**src/rtl/demux_1to2_buf.sv**
```systemverilog
// demux_1to2_buf: valid/ready stream demultiplexer that routes each input beat to one of two
// output channels, each with its own 2-entry FIFO so a stalled consumer never blocks the other.

module demux_1to2_buf_chan #(
  parameter int size = 32
) (
  input  logic            clk_i,
  input  logic            rst_i,
  input  logic            i_push,
  input  logic            i_pop,
  input  logic [size-1:0] i_data,
  output logic [size-1:0] o_head,
  output logic            o_valid,
  output logic [1:0]      o_count
);

  typedef enum logic [1:0] {
    EMPTY = 2'd0,
    ONE   = 2'd1,
    TWO   = 2'd2
  } chanState_t;

  chanState_t      r_state;
  chanState_t      w_nextState;
  logic [size-1:0] r_head;
  logic [size-1:0] r_tail;
  logic [size-1:0] w_nextHead;
  logic [size-1:0] w_nextTail;

  always_ff @(posedge clk_i or negedge rst_i) begin
    if (!rst_i) begin
      r_state <= EMPTY;
      r_head  <= '0;
      r_tail  <= '0;
    end else begin
      r_state <= w_nextState;
      r_head  <= w_nextHead;
      r_tail  <= w_nextTail;
    end
  end

  // The state encoding doubles as the occupancy count; a push into TWO is impossible
  // because the top deasserts ready for a full channel.
  always_comb begin
    w_nextState = r_state;
    w_nextHead  = r_head;
    w_nextTail  = r_tail;
    case (r_state)
      EMPTY: begin
        if (i_push) begin
          w_nextState = ONE;
          w_nextHead  = i_data;
        end
      end
      ONE: begin
        if (i_push && i_pop) begin
          w_nextHead = i_data;
        end else if (i_push) begin
          w_nextState = TWO;
          w_nextTail  = i_data;
        end else if (i_pop) begin
          w_nextState = EMPTY;
        end
      end
      TWO: begin
        if (i_pop) begin
          w_nextState = ONE;
          w_nextHead  = r_tail;
        end
      end
      default: w_nextState = EMPTY;
    endcase
  end

  assign o_head  = r_head;
  assign o_valid = (r_state != EMPTY);
  assign o_count = r_state;

endmodule

module demux_1to2_buf #(
  parameter int size = 32
) (
  input  logic            clk_i,
  input  logic            rst_i,
  input  logic [size-1:0] data_i,
  input  logic            select_i,
  input  logic            valid_i,
  output logic            ready_o,
  output logic [size-1:0] data0_o,
  output logic            valid0_o,
  input  logic            ready0_i,
  output logic [size-1:0] data1_o,
  output logic            valid1_o,
  input  logic            ready1_i,
  output logic [1:0]      count0_o,
  output logic [1:0]      count1_o
);

  logic w_push0;
  logic w_push1;
  logic w_pop0;
  logic w_pop1;
  logic w_ready;

  // Ready is derived only from registered occupancy, so no consumer ready leaks upstream.
  assign w_ready = select_i ? (count1_o != 2'd2) : (count0_o != 2'd2);
  assign ready_o = w_ready;
  assign w_push0 = valid_i && w_ready && !select_i;
  assign w_push1 = valid_i && w_ready && select_i;
  assign w_pop0  = valid0_o && ready0_i;
  assign w_pop1  = valid1_o && ready1_i;

  demux_1to2_buf_chan #(.size(size)) u_chan0 (
    .clk_i   (clk_i),
    .rst_i   (rst_i),
    .i_push  (w_push0),
    .i_pop   (w_pop0),
    .i_data  (data_i),
    .o_head  (data0_o),
    .o_valid (valid0_o),
    .o_count (count0_o)
  );

  demux_1to2_buf_chan #(.size(size)) u_chan1 (
    .clk_i   (clk_i),
    .rst_i   (rst_i),
    .i_push  (w_push1),
    .i_pop   (w_pop1),
    .i_data  (data_i),
    .o_head  (data1_o),
    .o_valid (valid1_o),
    .o_count (count1_o)
  );

endmodule

```
**config.mk**
```make
export PLATFORM = sky130hd
export DESIGN_NAME = demux_1to2_buf
export DESIGN_NICKNAME = d
export VERILOG_FILES = /design/src/rtl/demux_1to2_buf.sv
export SDC_FILE = /design/constraint.sdc
export NUM_CORES = 1
export LEC_CHECK = 0
export ABC_AREA = 1
export CAP_MARGIN = 20
export CORE_ASPECT_RATIO = 1.25
export CORE_UTILIZATION = 55
export DETAILED_ROUTE_END_ITERATION = 8
export GPL_TIMING_DRIVEN = 0
export HOLD_SLACK_MARGIN = 0.02
export PLACE_DENSITY = 0.87
export SETUP_SLACK_MARGIN = 0.02
export SKIP_LAST_GASP = 1
export SLEW_MARGIN = 20
export SYNTH_ARGS = -nofsm -noshare
export SYNTH_HDL_FRONTEND = slang
export SYNTH_SLANG_ARGS = --single-unit
```
**constraint.sdc**
```tcl
create_clock -name clk_i -period 3.7 [get_ports clk_i]
set_input_delay 0.37 -clock clk_i [delete_from_list [all_inputs] [get_ports clk_i]]
set_output_delay 0.37 -clock clk_i [all_outputs]
set_load 0.01 [all_outputs]
```
==> results.txt, run 1 <==
* Result of the run: finished, final reports clean
* Worst Hold Class: input pin to async pin
- Compared with the post-synthesis result, the final layout area differs by 32.0%.
* Worst skew pair latency: 420 ps
* First-pass GRT wire length: 26900 um
- The die is 118 um tall.
* Starting density of the core: 57.6%
- Share of post-route cells with drive strength above 1: 9.09%
- The share of total power dissipated in combinational logic is 38.4%.
- The floorplan step defined a die boundary enclosing 0.0112 mm^2.
* Placed wire-length estimate after detailed placement: 10800 um
- Critical Path AT: 2350 ps
* Routed wirelength normalized by instance count: 16.3 um
- Global placement routability congestion: 0.833
* Number of global-route vias before repair: 5514
* Nets in the synthesized netlist: 765
- Power share of the sequential group: 36.6%
- Initial antenna violation count: 0
* Final WS setup: 981 ps
- Number of antenna diodes: 0
- Area leader, netlist: dfrtp_1
* Highest clock frequency the design can meet: 0.368 GHz
- Counting the buffers created by CTS gives 17.
- For the worst setup path, the data required time is 3330 ps.
- CTS placed an instance of clkbuf_16 at the clock tree root.
* NetSw: 0.00237 W
* Largest net degree at the start of global routing: 81
- Area of all placed cells without fillers: 0.00780 mm^2
- The analysis attributes to cell leakage a power of 3.90 nW.
- Each instance of the synthesized netlist takes up on average 8.13 um^2.
- Of all flip-flops after synthesis, the portion carrying an async set or reset was 100%.
* Fill cell count: 711
- The number of hold violations in the final report is 0.
- RSZ-0062 raised after global routing: no
* Power per cell area: 876 mW/mm^2
* Maximum level of the CTS H-tree: 4
- Max-Slew Margin vs Limit: 66.9%
* Clk sinks: 132
- After floorplanning, the core was divided into 41 placement rows.
- Prior to clock tree synthesis, the placed netlist has a worst setup slack of 1460 ps.
- Number of iterations in the first detailed-routing pass: 5
- During I/O placement, the number of pins put on the boundary was 109.
* Cell internal pwr: 0.00446 W
- Distinct cell type count of the synthesized netlist: 19
- Summed over all layers, the global routing overflow is 0.
* MaxCap Viol Count: 0
* Final-stage net count: 894
- Global-route total usage across every layer: 31.4%
* Shortest period the worst path allows: 2720 ps
- In the synthesized netlist the dominant register cell turns out to be dfrtp_1.
* Critical path class: flop to output port
- After synthesis the netlist holds a flip-flop and latch count of 132.
- Post-detailed-route via-to-cell ratio: 5.56
* Cells taking the most area after synthesis: dfrtp_1 56%, nand2_1 17%, o21ai_0 9.0%
- Number of DRC violations after detailed-routing iteration 0: 543
- The clock network is responsible for 25.0% of the overall power.
- Area of the mapped netlist: 0.00591 mm^2
* X dimension of the die: 94.7 um
- Summed over all layers, the routed wires come to 16300 um.
- IO Port Bufs: 108
- IR analysis of the VDD net gives a maximum drop of 0.000549 V.
- Leaving out filler cells and counting taps, the final layout contains 998.
- STA classifies the critical path startpoint as a flop.
* Clk slew on worst S/H paths: 60 ps
- For the final database, setup skew stands at 7.78 ps.
- Counting along the longest clock path gives a buffer depth of 2.
- Placed insts: 965
* Crit path capture type: output port
- The detailed router placed 5544 vias in this run.
- The core region is 0.0103 mm^2.
- Switching part of the total power: 34.7%
* Standard cell area after detailed placement: 0.00718 mm^2
- Number of synthesized flops with an enable pin: 0
- Cells after Synth: 727
- Of all nets on the critical path, the largest fanout is 10.
- Part of the Yosys area used for sequential elements: 55.9%
- After detailed routing, the number of remaining DRC violations is 0.
- Final Max Slew Viols: 0
- For the pin with the worst max-slew slack, the measured transition is 497 ps.
- For this run, the number of Yosys warnings is 0.
* Final Setup Violations: 0
* Top cell type's share of synthesized area: 55.9%
* ANT nets after route: 0
* TritonCTS clock tree: yes
* Final critical-path share of the clock period: 73.5%
timing repair:
action / 4_1_cts / 5_1_grt
gates resized for setup: 0 / 0
endpoints found under the hold margin: 52 / 0
setup endpoints to repair: 0 / 0
buffers inserted: 0 / 0
hold buffers: 1 / 0
flip-flops by register name (all words and copies together), names as in the netlist:
signal / flops
u_chan0.o_count: 2
u_chan1.o_count: 2
u_chan0.o_head: 32
u_chan1.o_head: 32
u_chan1.r_tail: 32
u_chan0.r_tail: 32
logic make-up (layout without fill, tap and decap cells):
group                  Yosys count  count (layout)  synth area share [%]
and+or+nand+nor                343             343                  24.0
buffers and inverters          119             261                  8.83
AOI/OAI and AO/OA              133             133                  11.3
DFF                            132             132                  55.9
cell type report:
cell class              count  area [um^2]  share of cell area [%]
flip-flops and latches    132         3300                    42.3
multi-input cells         476         2090                    26.7
repair buffers            110         1120                    14.4
clock buffers              25          515                    6.61
inverters                  75          282                    3.61
plain buffers              44          240                    3.08
well taps                 129          161                    2.07
clock inverters             7         93.8                    1.20
power by group through the flow:
stage	clock, W	combinational [W]	sequential, W
2_1_floorplan	0	0.00122	0.00261
3_3_place_gp	0	0.00246	0.00248
3_5_place_dp	0	0.00256	0.00250
4_1_cts	0.00171	0.00262	0.00249
5_1_grt	0.00177	0.00289	0.00256
6_report	0.00171	0.00262	0.00250
through the flow:
stage / util (%) / total power [W] / TNS [ps] / hold slack (ps)
after global routing: 76.0 / 0.00722 / 0 / 507
after global placement: 69.7 / 0.00494 / -352740 / 492
after detailed placement: 70.0 / 0.00506 / 0 / 351
after CTS: 76.0 / 0.00683 / 0 / 474
after floorplan: - / 0.00382 / 0 / 74.4
final: 76.0 / 0.00683 / 0 / 458
cell usage in the layout (no fill, tap or decap):
master and n:
clkbuf_16 17, clkinvlp_4 2, nand3_1 68, clkbuf_8 6, clkinv_2 2, a31oi_1 1
buf_2 27, nor2_4 2, clkbuf_2 3, nor2_1 3, nand4_1 3, nand2_2 6
o21ai_1 22, a21oi_1 4, buf_6 4, clkdlybuf4s50_1 107, inv_2 1, bufinv_16 2
o21ai_0 106, nand4_2 1, dfrtp_1 132, inv_1 74, nand2_1 260, clkinv_4 1
dlygate4sd3_1 1, buf_16 1, buf_4 4, clkbuf_1 9
Yosys cell counts (2+ instances only):
library cell	count
nand2_1	260
o21ai_1	22
nor2_4	2
inv_1	74
clkbuf_1	7
o21ai_0	106
nand2_2	6
nand3_1	68
clkbuf_2	3
buf_6	3
dfrtp_1	132
nand4_1	3
buf_4	4
buf_2	27
a21oi_1	4
nor2_1	3
path summary, 6_finish.rpt:
| kind | depth (start not counted) | endpoint | slack, ps | from |
|---|---|---|---|---|
| worst max register to register | 7 | u_chan1.o_head[27] | 1930 | u_chan1.o_count[0] |
| min in group clk_i | 2 | u_chan1.o_head[10] | 500 | u_chan1.o_head[10] |
| worst max-delay path | 6 | ready_o | 980 | u_chan1.o_count[0] |
| worst min-delay path | 2 | u_chan0.r_tail[21] | 460 | rst_i |
| worst min register to register | 2 | u_chan1.o_head[10] | 500 | u_chan1.o_head[10] |
| max in group asynchronous | 3 | u_chan1.o_head[12] | 2490 | rst_i |
critical path: stages (launching register included):
cell	delay [ps]
dfrtp_1	440
inv_1	70
nand2_1	160
clkbuf_1	370
nor2_1	120
a31oi_1	180
clkdlybuf4s50_1	570
layer usage:
metal,up-vias,wire length (um),GRT usage [%]
met4,0,488,13.6
li1,2557,-,-
met3,49,1160,5.30
met5,-,0,0
met1,2661,6520,41.4
met2,277,8100,50.5
No activity file was read; power rests on OpenSTA's default activity.
==> run 2: changes to the inputs <==
- CORE_UTILIZATION: 55 -> 47
- PLACE_DENSITY: 0.87 -> 0.8
- clock period: 3.7 -> 2.2 ns (I/O delays scaled with it)
==> run 2 against run 1 <==
  * Sequential power grew 68%
  * Final area grew 1.3%
  * Clock skew is essentially flat
  * Non-clock buffer count shrank 1
  * Wire length shrank 1.4%
  * Critical path type unchanged
  * Clock-buffer cell count shrank 5
  * Combinational power grew 66%
  * Hold slack lost 160 ps
  * Global-route usage shrank 4.8 points
==> results.txt, run 2 (same netlist as run 1, synthesis figures left out) <==
- The clock buffer count from CTS is 17 (unchanged).
* Final Instance Count excl. Fillers: 1032 (+3.4%)
* Most frequent cells in the layout: 259 x nand2_1, 131 x dfrtp_1, 106 x o21ai_0, 106 x clkdlybuf4s50_1, 74 x inv_1
- The fill cell instance count of the final layout came to 1016 (+43%).
- Result of the run: finished, final reports clean
- The post-route DRC violation count came to 0 (unchanged).
- The switching fraction of total power came to 34.0% (-0.71 points).
* ANT nets after route: 0 (unchanged)
- The min-delay analysis places its worst path in the category input pin to async pin.
* Clk slew on worst S/H paths: 60 ps (about the same)
* Number of global-route vias before repair: 5308 (-3.7%)
* Reported leakage power: 3.92 nW (+0.52%)
- The wire length of the first global-routing pass is 26200 um (-2.6%).
- Initial antenna violation count: 0 (unchanged)
- The clock sink count was 132 (unchanged).
- The number of nets in the finished design was 893 (-0.11%).
- IO Port Bufs: 108 (unchanged)
- The number of setup buffers added after CTS was 0 (unchanged).
* Final routed wirelength across all metal layers: 16100 um (-1.4%)
- Dominant delay contributor by cell family on the critical path: buffers and inverters
- Share of post-route cells with drive strength above 1: 9.45% (+0.36 points)
- The worst max-slew margin expressed relative to the limit was 69.4% (+2.5 points).
- TritonCTS clock tree: yes
- Worst reg-to-reg setup slack: 450 ps (-1480 ps)
- The transition at the pin with the smallest max-transition slack was 460 ps (-37.0 ps).
- In the finished design, the share of the clock period the worst path needs comes to 84.6%.
- The critical path in this run is classified as flop to output port.
- The clock skew came to 7.49 ps (-0.290 ps).
- Die Footprint: 0.0130 mm^2 (+17%)
* Clock tree buffer depth: 2 (unchanged)
* Capturing point of the worst reg2reg path: u_chan1.o_head[29]
- The maximum ir drop on the vdd rail came to 0.000807 V (+47%).
- The max-slew violation total from the final report is 0 (unchanged).
* Max FO, Critical Path: 5 (-5)
- Highest clock frequency the design can meet: 0.537 GHz
* Setup tns final: 0 ps (unchanged)
- X dimension of the die: 102 um (+8.0%)
* Post-detailed-route via-to-cell ratio: 5.21 (-6.3%)
- The worst setup path is captured at an output port.
- Worst skew pair latency: 420 ps (about the same)
* Number of top-level design ports: 109 (unchanged)
- Clock tree root driver cell: clkbuf_16
- The placed instance count is 1000 (+3.6%).
- Critical Path AT: 1640 ps (-710 ps)
* Maximum level of the CTS H-tree: 4 (unchanged)
- Power per cell area: 1480 mW/mm^2 (+69%)
- The number of vias in the routed layout is 5372 (-3.1%).
- The slowest stage of the critical path is the dfrtp_1 cell.
* Critical R2R Launch: u_chan1.o_count[0]
- Shortest period the worst path allows: 1860 ps
- The max-capacitance violation count came to 0 (unchanged).
- Crit-path cells: nor2_1, inv_1, clkdlybuf4s50_1
- Synth-to-layout area growth: 33.8%
* Core footprint: 0.0122 mm^2 (+19%)
- The number of rows in the core area came to 45 (+9.8%).
* Standard cell area after detailed placement: 0.00723 mm^2 (+0.66%)
- The final instance area was 0.00791 mm^2 (+1.3%).
- Commonest non-fill, non-tap cell in the layout: nand2_1
- The global route total overflow is 0 (unchanged).
* Number of antenna diodes: 0 (unchanged)
* Cell internal pwr: 0.00773 W (+73%)
- Critical path buffer and inverter count: 2 (-1)
* Utilization after layout: 64.7% (-11 points)
- The HPWL reported at the end of detailed placement is 10700 um (-0.89%).
- RSZ-0062 raised after global routing: no
* Required time at the endpoint of the critical path: 1980 ps (-1350 ps)
- Final Setup Violations: 0 (unchanged)
- NetSw: 0.00398 W (+68%)
- The part of the power in combinational logic came to 37.3% (-1.1 points).
- The total routing resource utilization after global routing is 26.6% (-4.8 points).
- Number of iterations in the first detailed-routing pass: 7 (+2)
- The maximum number of pins on one net before global-route repair was 82 (+1.2%).
- Global placement routability congestion: 0.850 (+2.0%)
- Routed wirelength normalized by instance count: 15.6 um (-4.6%)
- The number of cells on the critical path is 3 (-3).
- The clock share of power was 26.9% (+1.9 points).
- The effective utilization at floorplan came to 48.4% (-9.2 points).
- The number of hold violations in the final report is 0 (unchanged).
- The chip height is 127 um (+8.0%).
* Number of cell instances on the worst register-to-register path: 7 (unchanged)
- The sequential group share of total power is 35.8% (-0.8 points).
* Kind of start point of the critical path: flop
- Largest stage delay on the critical path: 470 ps (-100 ps)
- Number of DRC violations after detailed-routing iteration 0: 436 (-20%)
## run 2: changes by cell type in the layout (fill, tap and decap cells not counted), sizes merged
cell,previous run,this run
clkbuf,35,29
bufinv,2,5
clkinvlp,2,4
clkdlybuf4s50,107,106
dlymetal6s2s,0,1
## run 2: worst register-to-register path, delay by kind of cell (launching register included)
family	cells	cell delay, ps
buf+inv	3	730
flops	1	420
compound gates	1	180
simple gates	3	310
## run 2: what timing repair did
item,4_1_cts,5_1_grt
hold endpoints to repair,51,0
endpoints found under the setup margin,1,1
hold buffers,1,0
gates resized for setup,2,2
## run 2: cell type report
class | count | area (um^2) | share of cell area (%)
plain buffers | 43 | 236 | 2.99
multi-input cells | 476 | 2090 | 26.5
well taps | 164 | 205 | 2.60
inverters | 75 | 282 | 3.56
flip-flops and latches | 132 | 3300 | 41.8
clock buffers | 20 | 457 | 5.78
clock inverters | 12 | 203 | 2.56
repair buffers | 110 | 1130 | 14.2
## run 2: through the flow
| stage | setup slack [ps] | hold WS [ps] | power [W] |
|---|---|---|---|
| after floorplan | 882 | -75.6 | 0.00643 |
| after global placement | -4260 | 491 | 0.00839 |
| after detailed placement | 154 | 161 | 0.00853 |
| after CTS | 27.5 | 307 | 0.0117 |
| after global routing | 307 | 340 | 0.0124 |
| final | 338 | 301 | 0.0117 |
## run 2: how the worst max path moves through the flow
| stage | startpoint | end | slack [ps] |
|---|---|---|---|
| after floorplan | u_chan1.o_count[0] | ready_o | 880 |
| after global placement | rst_i | u_chan1.o_head[29] | -4260 |
| after detailed placement | u_chan1.o_count[0] | ready_o | 150 |
| after CTS | u_chan1.o_count[0] | ready_o | 30 |
| after global routing | u_chan1.o_count[1] | valid1_o | 310 |
| final | u_chan1.o_count[1] | valid1_o | 340 |
## run 2: routing by layer
metal | up-vias | track usage, % | wire length (um)
li1 | 2558 | - | -
met4 | 0 | 10.3 | 360
met1 | 2567 | 34.1 | 6580
met2 | 215 | 43.5 | 8040
met3 | 32 | 6.13 | 1060
met5 | - | 0 | 0
## run 2: power groups by stage
stage          registers (W)  clock network (W)  logic (W)
2_1_floorplan        0.00438                  0    0.00204
5_1_grt              0.00431            0.00327    0.00485
4_1_cts              0.00419            0.00315    0.00438
6_report             0.00420            0.00314    0.00436
3_3_place_gp         0.00420                  0    0.00420
3_5_place_dp         0.00422                  0    0.00432
